==> src/rtl/apb_intc_8.sv <==
`timescale 1ns/1ps
// apb_intc_8 - 8-source APB interrupt controller (bridge slot PSEL2).
//
// Each source passes through a two-flop synchronizer and a delay flop.
// Sources are captured into pending bits either as rising edges or as
// mirrored levels. Pending bits are masked and globally gated, and a fixed
// priority picks the winner (bit0 highest). irq_out/irq_id are registered.
//
// Ports:
//   pclk, presetn         APB clock, asynchronous active-low reset
//   psel, penable, pwrite APB control; zero wait states
//   paddr                 byte address, only paddr[3:0] decoded
//   pwdata / prdata       8-bit write / read data
//   pready, pslverr       transfer complete / error (error only with pready)
//   irq_src               raw interrupt inputs, bit0 = timer trigger_int
//   irq_out, irq_id       registered combined interrupt and winning index
module apb_intc_8 #(
  parameter int APB_ADDR_WIDTH = 12,
  parameter int NUM_SRC        = 8
) (
  input  logic                      pclk,
  input  logic                      presetn,
  input  logic                      psel,
  input  logic                      penable,
  input  logic                      pwrite,
  input  logic [APB_ADDR_WIDTH-1:0] paddr,
  input  logic [7:0]                pwdata,
  input  logic [NUM_SRC-1:0]        irq_src,
  output logic [7:0]                prdata,
  output logic                      pready,
  output logic                      pslverr,
  output logic                      irq_out,
  output logic [2:0]                irq_id
);

  typedef enum logic [3:0] {
    REG_CTRL = 4'h0,
    REG_IER  = 4'h1,
    REG_ITR  = 4'h2,
    REG_IPR  = 4'h3,
    REG_IRAW = 4'h4,
    REG_IID  = 4'h5,
    REG_ISWR = 4'h6
  } reg_off_e;

  reg_off_e           off;
  logic               access;
  logic               err;
  logic               wr_en;
  logic               unused_addr;

  logic               gen;
  logic [NUM_SRC-1:0] ier;
  logic [NUM_SRC-1:0] itr;
  logic [NUM_SRC-1:0] pending;
  logic [NUM_SRC-1:0] pending_next;

  logic [NUM_SRC-1:0] sync_a;
  logic [NUM_SRC-1:0] sync;
  logic [NUM_SRC-1:0] sync_d;

  logic [NUM_SRC-1:0] edge_evt;
  logic [NUM_SRC-1:0] sw_set;
  logic [NUM_SRC-1:0] w1c;
  logic [NUM_SRC-1:0] to_edge;
  logic [NUM_SRC-1:0] edge_next;
  logic [NUM_SRC-1:0] active;
  logic [2:0]         id_next;

  assign off         = reg_off_e'(paddr[3:0]);
  assign unused_addr = ^paddr[APB_ADDR_WIDTH-1:4];

  // Gating with presetn drops pready the moment reset asserts mid-transfer.
  assign access  = psel & penable & presetn;
  assign pready  = access;
  assign err     = (paddr[3:0] >= 4'h7) ||
                   (pwrite && (off == REG_IRAW || off == REG_IID));
  assign pslverr = access & err;
  assign wr_en   = access & pwrite & ~err;

  always_comb begin
    prdata = '0;
    if (access) begin
      case (off)
        REG_CTRL: prdata = {7'b0, gen};
        REG_IER:  prdata = 8'(ier);
        REG_ITR:  prdata = 8'(itr);
        REG_IPR:  prdata = 8'(pending);
        REG_IRAW: prdata = 8'(sync);
        REG_IID:  prdata = {irq_out, 4'b0, irq_id};
        default:  prdata = '0;
      endcase
    end
  end

  // Pending update. Edge bits: set (hw edge or ISWR) beats W1C beats hold.
  // Level bits mirror the synchronized input. A bit switched level->edge is
  // cleared outright; sync_d already tracks the input, so no false edge.
  always_comb begin
    edge_evt     = sync & ~sync_d;
    sw_set       = (wr_en && off == REG_ISWR) ? pwdata[NUM_SRC-1:0] : '0;
    w1c          = (wr_en && off == REG_IPR)  ? pwdata[NUM_SRC-1:0] : '0;
    to_edge      = (wr_en && off == REG_ITR)  ? (pwdata[NUM_SRC-1:0] & ~itr) : '0;
    edge_next    = ((edge_evt | sw_set) & itr) | (pending & ~w1c);
    pending_next = ((itr & edge_next) | (~itr & sync)) & ~to_edge;
  end

  always_comb begin
    active  = pending & ier & {NUM_SRC{gen}};
    id_next = '0;
    // Scan high to low so the lowest active index is the final assignment.
    for (int unsigned i = 0; i < NUM_SRC; i++) begin
      if (active[NUM_SRC-1-i]) id_next = 3'(NUM_SRC - 1 - i);
    end
  end

  always_ff @(posedge pclk or negedge presetn) begin
    if (!presetn) begin
      sync_a  <= '0;
      sync    <= '0;
      sync_d  <= '0;
      gen     <= 1'b0;
      ier     <= '0;
      itr     <= '0;
      pending <= '0;
      irq_out <= 1'b0;
      irq_id  <= '0;
    end else begin
      sync_a  <= irq_src;
      sync    <= sync_a;
      sync_d  <= sync;
      pending <= pending_next;
      irq_out <= |active;
      irq_id  <= id_next;
      if (wr_en) begin
        case (off)
          REG_CTRL: gen <= pwdata[0];
          REG_IER:  ier <= pwdata[NUM_SRC-1:0];
          REG_ITR:  itr <= pwdata[NUM_SRC-1:0];
          default:  ;
        endcase
      end
    end
  end

endmodule

==> config.mk <==
export PLATFORM = sky130hd
export DESIGN_NAME = apb_intc_8
export DESIGN_NICKNAME = d
export VERILOG_FILES = /design/src/rtl/apb_intc_8.sv
export SDC_FILE = /design/constraint.sdc
export NUM_CORES = 1
export LEC_CHECK = 0
export ABC_AREA = 1
export BUFFER_PORTS_ARGS = -buffer_cell sky130_fd_sc_hd__buf_2
export CELL_PAD_IN_SITES_DETAIL_PLACEMENT = 1
export CELL_PAD_IN_SITES_GLOBAL_PLACEMENT = 2
export CORE_MARGIN = 2
export CORE_UTILIZATION = 34
export DETAILED_ROUTE_END_ITERATION = 7
export MAX_ROUTING_LAYER = met4
export PLACE_DENSITY = 0.94
export SETUP_SLACK_MARGIN = 0.05
export SYNTH_ARGS = -nofsm -noshare
export SYNTH_HDL_FRONTEND = slang
export SYNTH_SLANG_ARGS = --single-unit
==> constraint.sdc <==
create_clock -name pclk -period 2.82 [get_ports pclk]
set_input_delay 0.141 -clock pclk [delete_from_list [all_inputs] [get_ports pclk]]
set_output_delay 0.141 -clock pclk [all_outputs]
set_load 0.005 [all_outputs]
==> metrics, run 1 <==
cells after synthesis 304; RSZ-0062 raised after global routing false; HP Class in -> async; clock latency on the worst-skew pair 310 ps; crit path cell chain buf_2 > nand3_1 > nor2_2 > nand4_1 > nor2_1 > nor2_1 > nand2_1 > nand2_1 > inv_1; DRT Pass-1 Iters 4; filler cell count 913; share of layout cells above drive strength 1 between 15 and 20%; Routed Antenna Nets 0; CTS Buffer Depth 2; count of final hold-check violations 0; vias in the first global route 2283; commonest non-fill, non-tap cell in the layout nand2_1; Clock Sinks 53; post-CTS sizing 0; leak pwr 1.50 nW; WS Path Type in -> reg; Core Area a little under 7000 um2; GP Congestion ~0.77; FF-to-FF Start gen; Remaining DRCs 0; max-slew violations 0; largest net degree at the start of global routing 54; DRT iter0 DRCs ~140; CTS tree built; first-pass GRT wire length 10800 um; register area share after synthesis 53.9%; total negative slack 0 ps; Setup WS pre-CTS 648 ps; Synth Warn # 0; initial antenna violation count 0; critical path's largest stage delay 540 ps; dpl hpwl 4610 um; Peak VDD IR 0.225 mV; status finished, final reports clean; setup slack, reg-to-reg 1560 ps; period utilization 67.3%; Crit-path slowest cell nand4_1; f_max 0.527 GHz; WP data arrival ~2200 ps; # IOs 47; Die ar. 7930 um2; routed vias 2143; crit path launch type input port; Critical Path End Type flop; reg2reg path depth 7; required time of the critical path 3070 ps; relative slew slack 55.3%; die span in x between 80 and 90 um; FP Rows 30; Final #Nets 386; placed cells 434; Area Growth Syn to Fin 18.5%; Pwr Total about 0.0015 W; Worst Skew between 10 and 15 ps; Die Height 89.0 um; Clk pin slew, worst setup/hold paths 90 ps; Yosys reg bits 53; Final Critical Period 1900 ps; GRT Resource Usage Total 18.7%; most frequent cells in the layout 85 x nand2_1, 53 x dfrtp_1, 38 x buf_2; Post-CTS Setup Repair Bufs 0; Post-CTS Hold Buffers 8; Initial Util 35.6%; total CTS buffers 5; synthesized area per cell ~8 um2; MaxCap Viol Count 0; n_diodes 0; Final Setup Violations 0; fin cells 450; post-synthesis cell area roughly 2500 um2; DR WL/cell ~15 um; wirelength, routed 6570 um; I/O Buffers 38; total global routing overflow 0; worst-margin pin slew 671 ps; Final WS setup 922 ps; CTS Root Cell clkbuf_8; worst-path fanout max 11; placed cell area ~2800 um2; via/cell ratio between 4 and 5; post-synth cell types 24; P per Cell Area 498 nW/um2; syn_nets approximately 340; H-tree depth 2; design area 2910 um2; R2R Path End irq_id[0]
critical path, delay by kind of cell:
kind	cells	cell delay (ps)
and+or+nand+nor	7	1830
buffers and inverters	2	180
flip-flops by register name (all words and copies together), names as in the netlist:
signal / count
sync: 8
sync_a: 8
irq_out: 1
gen: 1
ier: 8
sync_d: 8
irq_id: 3
itr: 8
pending: 8
report_power, final:
part	total (W)	switching, W	leakage, nW	internal [W]
clock network	0.000421	0.000248	0.0450	0.000173
registers	0.000854	0.0000397	0.610	0.000815
logic	0.000176	0.000110	0.848	0.0000661
total	0.00145	0.000398	1.50	0.00105
per-layer routing:
metal / track usage (%) / part of all wire, %
met1: 23.1 / 45
met2: 31.1 / 48
met3: 3.05 / 4.6
met4: 6.78 / 2.3
met5: - / 0
cell usage after synthesis, drive strengths merged:
master / count / area share [%]
clkbuf: 2 / 0.31
nand2: 87 / 13
nand3: 26 / 6.2
a21boi: 1 / 0.31
a31oi: 3 / 0.76
inv: 38 / 5.8
buf: 4 / 1.1
a211oi: 3 / 0.92
a21oi: 6 / 1.2
nand4: 3 / 1.0
dfrtp: 53 / 54
nor2: 39 / 7.1
clkinv: 2 / 0.31
o21ai: 36 / 7.3
nor3: 1 / 0.20
layout make-up:
cell class	count	area [um2]	share of cell area, %
timing repair buffer	48	285	9.79
clock buffer	6	72.6	2.49
inverter	40	150	5.15
sequential	53	1330	45.5
clock inverter	2	10.0	0.344
multi-input combinational	205	948	32.6
tap	96	120	4.12
worst max path at each step:
stage                   from         end  slack, ps
floorplan           paddr[0]  pending[6]       1610
global placement     presetn  pending[6]        730
detailed placement   presetn  pending[0]        650
CTS                  presetn  pending[7]        950
global route         presetn  pending[7]        750
finish               presetn  pending[7]        920
cell families (layout without fill, tap and decap cells):
logic type	count (synthesis)	count (layout)	synth area share (%)
simple gates	156	156	28.0
compound gates	49	49	10.5
buf+inv	46	96	7.48
flops	53	53	53.9
stage by stage:
step	hold WS [ps]	util [%]
final	48.7	42.2
after global routing	106	42.2
after CTS	89.3	42.2
after detailed placement	251	39.8
after global placement	249	39.8
after floorplan	-155	-
Note: power is estimated with default switching activity, not from simulation.
==> run 2: changes to the inputs <==
- ABC_AREA: 1 -> 0
- CORE_UTILIZATION: 34 -> 35
- PLACE_DENSITY: 0.94 -> 0.9
- clock period: 2.82 -> 1.8 ns (I/O delays scaled with it)
==> metrics, run 2 <==
WS Path Type reg -> out; Synth area leaders dfrtp_1 53%, a21oi_1 4.8%, mux2_4 4.8%; FP Rows 30 (unchanged); largest area contributor in the netlist dfrtp_1; count leader, synth dfrtp_1; placed cell area 2810 um2 (+2.3%); f_max 0.628 GHz; Worst Path Buf+Inv 1 (-1); post-synth cell types 39 (+63%); P per Cell Area 752 nW/um2 (+51%); Gate power share 13.1% (+1.0 points); fin cells 383 (-15%); Remaining DRCs 0 (unchanged); Post-CTS Setup Repair Bufs 0 (unchanged); Die Height 89.0 um (about the same); filler cell count 810 (-11%); GRT Resource Usage Total 18.3% (-0.40 points); Worst Skew 4.17 ps (-6.12 ps); vias in the first global route 2079 (-8.9%); Final Setup Violations 0 (unchanged); cell-internal power 0.00166 W (+58%); post-CTS sizing 0 (unchanged); placed cells 367 (-15%); Synth async-reset ratio 100% (unchanged); Core Area 6910 um2 (unchanged); via/cell ratio 5.21 (+9.5%); CTS Root Cell clkbuf_8; Clock Sinks 53 (unchanged); DR WL/cell 16.6 um (+14%); Peak VDD IR 0.322 mV (+43%); Die ar. 7910 um2 (-0.18%); crit path cell chain mux2_1 > a22oi_1 > o21a_1 > nor2_1 > buf_2; DRT iter0 DRCs 61 (-56%); H-tree depth 2 (unchanged); WP data arrival 1500 ps (-650 ps); total negative slack 0 ps (unchanged); switch share 26.1% (-1.3 points); RSZ-0062 raised after global routing false; syn_nets 268 (-20%); fin util 43.3% (+1.1 points); first-pass GRT wire length 10600 um (-1.7%); commonest non-fill, non-tap cell in the layout dfrtp_1; Routed Antenna Nets 0 (unchanged); die span in x 89.0 um (about the same); Post-CTS Hold Buffers 10 (+2); wirelength, routed 6370 um (-3.1%); Clock power frac 27.6% (-1.4 points); Critical Path End Type output pin; Flop pwr share 59.3% (+0.4 points); Area Growth Syn to Fin 18.3%; total global routing overflow 0 (unchanged); Yosys top cell area share 52.5% (-1.4 points); required time of the critical path 1710 ps (-1360 ps); clock latency on the worst-skew pair 300 ps (about the same); crit path launch type flop; Yosys reg bits 53 (unchanged); net switching power 0.000586 W (+47%); design area 2990 um2 (+2.6%); routed vias 1997 (-6.8%); leak pwr 1.44 nW (-4.3%); worst-path fanout max 3 (-8); largest net degree at the start of global routing 45 (-17%); EDFF count, synth 0 (unchanged); kind of cell adding the most delay to the critical path flip-flops; n_diodes 0 (unchanged); share of layout cells above drive strength 1 27.9% (+11 points); relative slew slack 63.1% (+7.8 points); hold_ws 71.2 ps (+22.5 ps); dpl hpwl 4530 um (-1.7%); count of final hold-check violations 0 (unchanged); I/O Buffers 38 (unchanged); ys flop type dfrtp_1; post-synthesis cell area 2530 um2 (+2.7%); HP Class in -> reg; Commonest cells post-synth 53 x dfrtp_1, 31 x nand2_1, 24 x a21oi_1; setup slack, reg-to-reg 590 ps (-970 ps); total CTS buffers 5 (unchanged); Final #Nets 321 (-17%); CTS tree built; status finished, final reports clean; critical path's largest stage delay 400 ps (-140 ps); Crit-path slowest cell dfrtp_1; Initial Util 36.6% (+0.98 points); CTS Buffer Depth 2 (unchanged); synthesized area per cell 10.7 um2 (+33%); MaxCap Viol Count 0 (unchanged); # IOs 47 (unchanged); Final Critical Period 1590 ps; max-slew violations 0 (unchanged); Clk pin slew, worst setup/hold paths 90 ps (about the same); period utilization 88.5%; worst-margin pin slew 554 ps (-117 ps); initial antenna violation count 0 (unchanged); cells after synthesis 235 (-23%); register area share after synthesis 52.5% (-1.4 points); Synth Warn # 0 (unchanged); most frequent cells in the layout 53 x dfrtp_1, 38 x buf_2, 31 x nand2_1; GP Congestion 0.855 (+11%); DRT Pass-1 Iters 4 (unchanged)
==> run 2: cell types whose count changed in the layout (fill, tap and decap cells not counted), moves of 7 or more <==
cell     change
nand2_1     -54
nor2_1      -28
inv_1       -21
o21ai_0     -21
a21oi_1     +18
nand3_1     -16
a22oi_1      +8
mux2_4       +8
a22o_1       +7
==> run 2: layer usage <==
metal,wire [um],track usage (%)
met5,0,-
met2,3150,29.9
met3,256,3.14
met4,64,4.48
met1,2900,24.0
==> run 2: worst min-delay path: stages <==
cell     delay (ps)
buf_2           130
nand3_2          70
nand2_1          50
==> run 2: final cells by class <==
type / instances / area, um2 / share of cell area (%)
inverters: 16 / 60.1 / 2.01
clock buffers: 5 / 68.8 / 2.30
clock inverters: 1 / 5.00 / 0.168
multi-input cells: 158 / 1070 / 35.9
well taps: 96 / 120 / 4.02
flip-flops and latches: 53 / 1330 / 44.4
repair buffers: 54 / 335 / 11.2
==> run 2: worst paths after layout <==
kind / start / end / cells after the start
min in group asynchronous: presetn / pending[4] / 3
worst max-delay path: pending[6] / prdata[6] / 5
max in group asynchronous: presetn / pending[5] / 3
worst min register to register: sync_a[0] / sync[0] / 0
worst max register to register: ier[6] / irq_id[0] / 4
worst min-delay path: pwdata[2] / itr[2] / 3
==> run 2: stage by stage <==
stage               power, W  setup WS (ps)
global route         0.00237            119
CTS                  0.00228            183
detailed placement   0.00164            270
finish               0.00225            207
global placement     0.00162            326
floorplan            0.00151            698
==> run 2: power by group through the flow <==
stage / Combinational (W) / Clock (W) / Sequential [W]
finish: 0.000293 / 0.000620 / 0.00133
global route: 0.000330 / 0.000693 / 0.00135
CTS: 0.000296 / 0.000647 / 0.00133
detailed placement: 0.000278 / 0 / 0.00136
global placement: 0.000270 / 0 / 0.00135
floorplan: 0.000174 / 0 / 0.00134
==> run 2: cells by family (layout without fill, tap and decap cells) <==
family	Yosys count	in the layout	share of synthesized area (%)
flops	53	53	52.5
compound gates	73	73	18.6
simple gates	69	69	15.6
buf+inv	24	76	5.05
mux	16	16	8.27
==> run 3: changes to the inputs <==
- CELL_PAD_IN_SITES_DETAIL_PLACEMENT: 1 -> 0
- CORE_UTILIZATION: 35 -> 32
- PLACE_DENSITY: 0.9 -> 0.87
- SLEW_MARGIN: unset -> 5
- clock period: 1.8 -> 1.3 ns (I/O delays scaled with it)
==> metrics, run 3 (synthesized netlist as in run 2, its figures left out) <==
GP Congestion 0.872 (+2.0%); CP endpoint prdata[6]; via/cell ratio 4.78 (-8.4%); switch share 26.6% (+0.54 points); f_max 0.671 GHz; Initial Util 32.9% (-3.7 points); dpl hpwl 4510 um (-0.63%); WP data arrival 1430 ps (-70 ps); count of final hold-check violations 0 (unchanged); Critical Path End Type output pin; R2R Path End irq_id[0]; largest net degree at the start of global routing 49 (+8.9%); DR WL/cell 14.7 um (-12%); Final Setup Violations 9 (+9); I/O Buffers 38 (unchanged); Worst Path Buf+Inv 1 (unchanged); total global routing overflow 0 (unchanged); most frequent cells in the layout 53 x dfrtp_1, 37 x buf_2, 36 x buf_4; Die Height 92.9 um (+4.4%); crit path cell chain mux2_4 > a22oi_2 > o21a_1 > nor2_1 > buf_2; Peak VDD IR 0.492 mV (+53%); leak pwr 1.63 nW (+13%); Final #Nets 353 (+10%); cell-internal power 0.00240 W (+45%); period utilization 115%; Multi-input gate area 1130 um2 (+5.5%); MaxCap Viol Count 0 (unchanged); Crit-path slowest cell dfrtp_1; routed vias 2020 (+1.2%); # IOs 47 (unchanged); Routed Antenna Nets 0 (unchanged); worst setup path startpoint ier[6]; failing checks negative setup slack; Area Growth Syn to Fin 31.5%; CTS Buffer Depth 2 (unchanged); crit path launch type flop; Final Critical Period 1490 ps; CTS Root Cell clkbuf_8; total negative slack -1230 ps (-1230 ps); clock latency on the worst-skew pair 310 ps (about the same); Gate power share 16.1% (+3.0 points); CTS tree built; H-tree depth 2 (unchanged); critical path's largest stage delay 410 ps (about the same); DRT iter0 DRCs 80 (+31%); filler cell count 775 (-4.3%); Clock power frac 28.0% (+0.4 points); placed cells 392 (+6.8%); status complete, but fails checks; Clk pin slew, worst setup/hold paths 100 ps (about the same); Flop pwr share 55.9% (-3.4 points); Die ar. 8620 um2 (+8.9%); Worst Skew 13.9 ps (+9.72 ps); initial antenna violation count 0 (unchanged); Core Area 7690 um2 (+11%); wirelength, routed 6230 um (-2.3%); setup slack, reg-to-reg -80 ps (-670 ps); FP Rows 32 (+6.7%); critical path depth in cells 5 (unchanged); GRT Resource Usage Total 16.1% (-2.3 points); required time of the critical path 1240 ps (-470 ps); commonest non-fill, non-tap cell in the layout dfrtp_1; die span in x 92.9 um (+4.4%); WS Path Type reg -> out; FF-to-FF Start ier[6]; max-slew violations 0 (unchanged); share of layout cells above drive strength 1 38.9% (+11 points); DRT Pass-1 Iters 4 (unchanged); kind of cell adding the most delay to the critical path flip-flops; first-pass GRT wire length 10400 um (-1.9%); HP Class in -> reg; reg2reg path depth 6 (+2); Remaining DRCs 0 (unchanged); Register Area 1330 um2 (unchanged); fin cells 423 (+10%); worst-margin pin slew 615 ps (+61.6 ps); P per Cell Area 985 nW/um2 (+31%); relative slew slack 59.0% (-4.1 points); Clock Sinks 53 (unchanged); n_diodes 0 (unchanged); total CTS buffers 5 (unchanged); RSZ-0062 raised after global routing true; net switching power 0.000871 W (+49%); vias in the first global route 2082 (+0.14%); worst-path fanout max 2 (-1); Final WS setup -191 ps (-398 ps)
==> run 3: timing repair <==
action,4_1_cts,5_1_grt
gates cloned,0,0
hold endpoints to repair,61,0
buffers inserted,9,5
pin swaps,10,8
setup endpoints to repair,9,12
hold buffers,10,0
resized for setup,6,11
==> run 3: final cells by class <==
cell class	count	area share, %
flip-flops and latches	53	39.9
well taps	102	3.84
clock buffers	6	2.18
repair buffers	86	17.9
multi-input cells	158	34.0
clock inverters	2	0.301
inverters	16	1.81
==> run 3: power by group through the flow <==
| stage | Sequential (W) | Combinational (W) | Clock [W] |
|---|---|---|---|
| after CTS | 0.00183 | 0.000500 | 0.000943 |
| after global placement | 0.00187 | 0.000419 | 0 |
| after detailed placement | 0.00187 | 0.000423 | 0 |
| after global routing | 0.00185 | 0.000587 | 0.00102 |
| final | 0.00183 | 0.000527 | 0.000916 |
| after floorplan | 0.00185 | 0.000241 | 0 |
==> run 3: per-stage QoR <==
step / total power (W) / area [um2] / utilization (%) / hold WS, ps / setup slack (ps)
final: 0.00327 / 3320 / 43.2 / 30.1 / -191
after global routing: 0.00345 / 3320 / 43.2 / 37.0 / -260
after CTS: 0.00327 / 3250 / 42.3 / 27.1 / -184
after detailed placement: 0.00229 / 2980 / 38.7 / 11.5 / -9.45
after global placement: 0.00229 / 2980 / 38.7 / 11.3 / 10.2
after floorplan: 0.00209 / 2530 / - / -231 / 223
==> run 3: tightest hold or removal path: cells and delay by family <==
| family | cells | cell delay (ps) |
|---|---|---|
| simple gates | 2 | 110 |
| buf+inv | 1 | 130 |
==> run 3: worst min path at each step <==
stage                     startpoint        end  slack [ps]  depth (start not counted)
after floorplan              presetn        gen        -230                          0
after global placement       presetn  sync_a[0]          10                          2
after detailed placement     presetn  sync_a[0]          10                          2
after CTS                  pwdata[4]     itr[4]          30                          3
after global routing       pwdata[4]     itr[4]          40                          3
final                      pwdata[4]     itr[4]          30                          3
==> run 3: per-layer routing <==
layer	share of wire [%]	global-route usage, %
met2	46	25.4
met5	0	-
met3	5.0	3.01
met4	1.6	4.17
met1	47	21.3
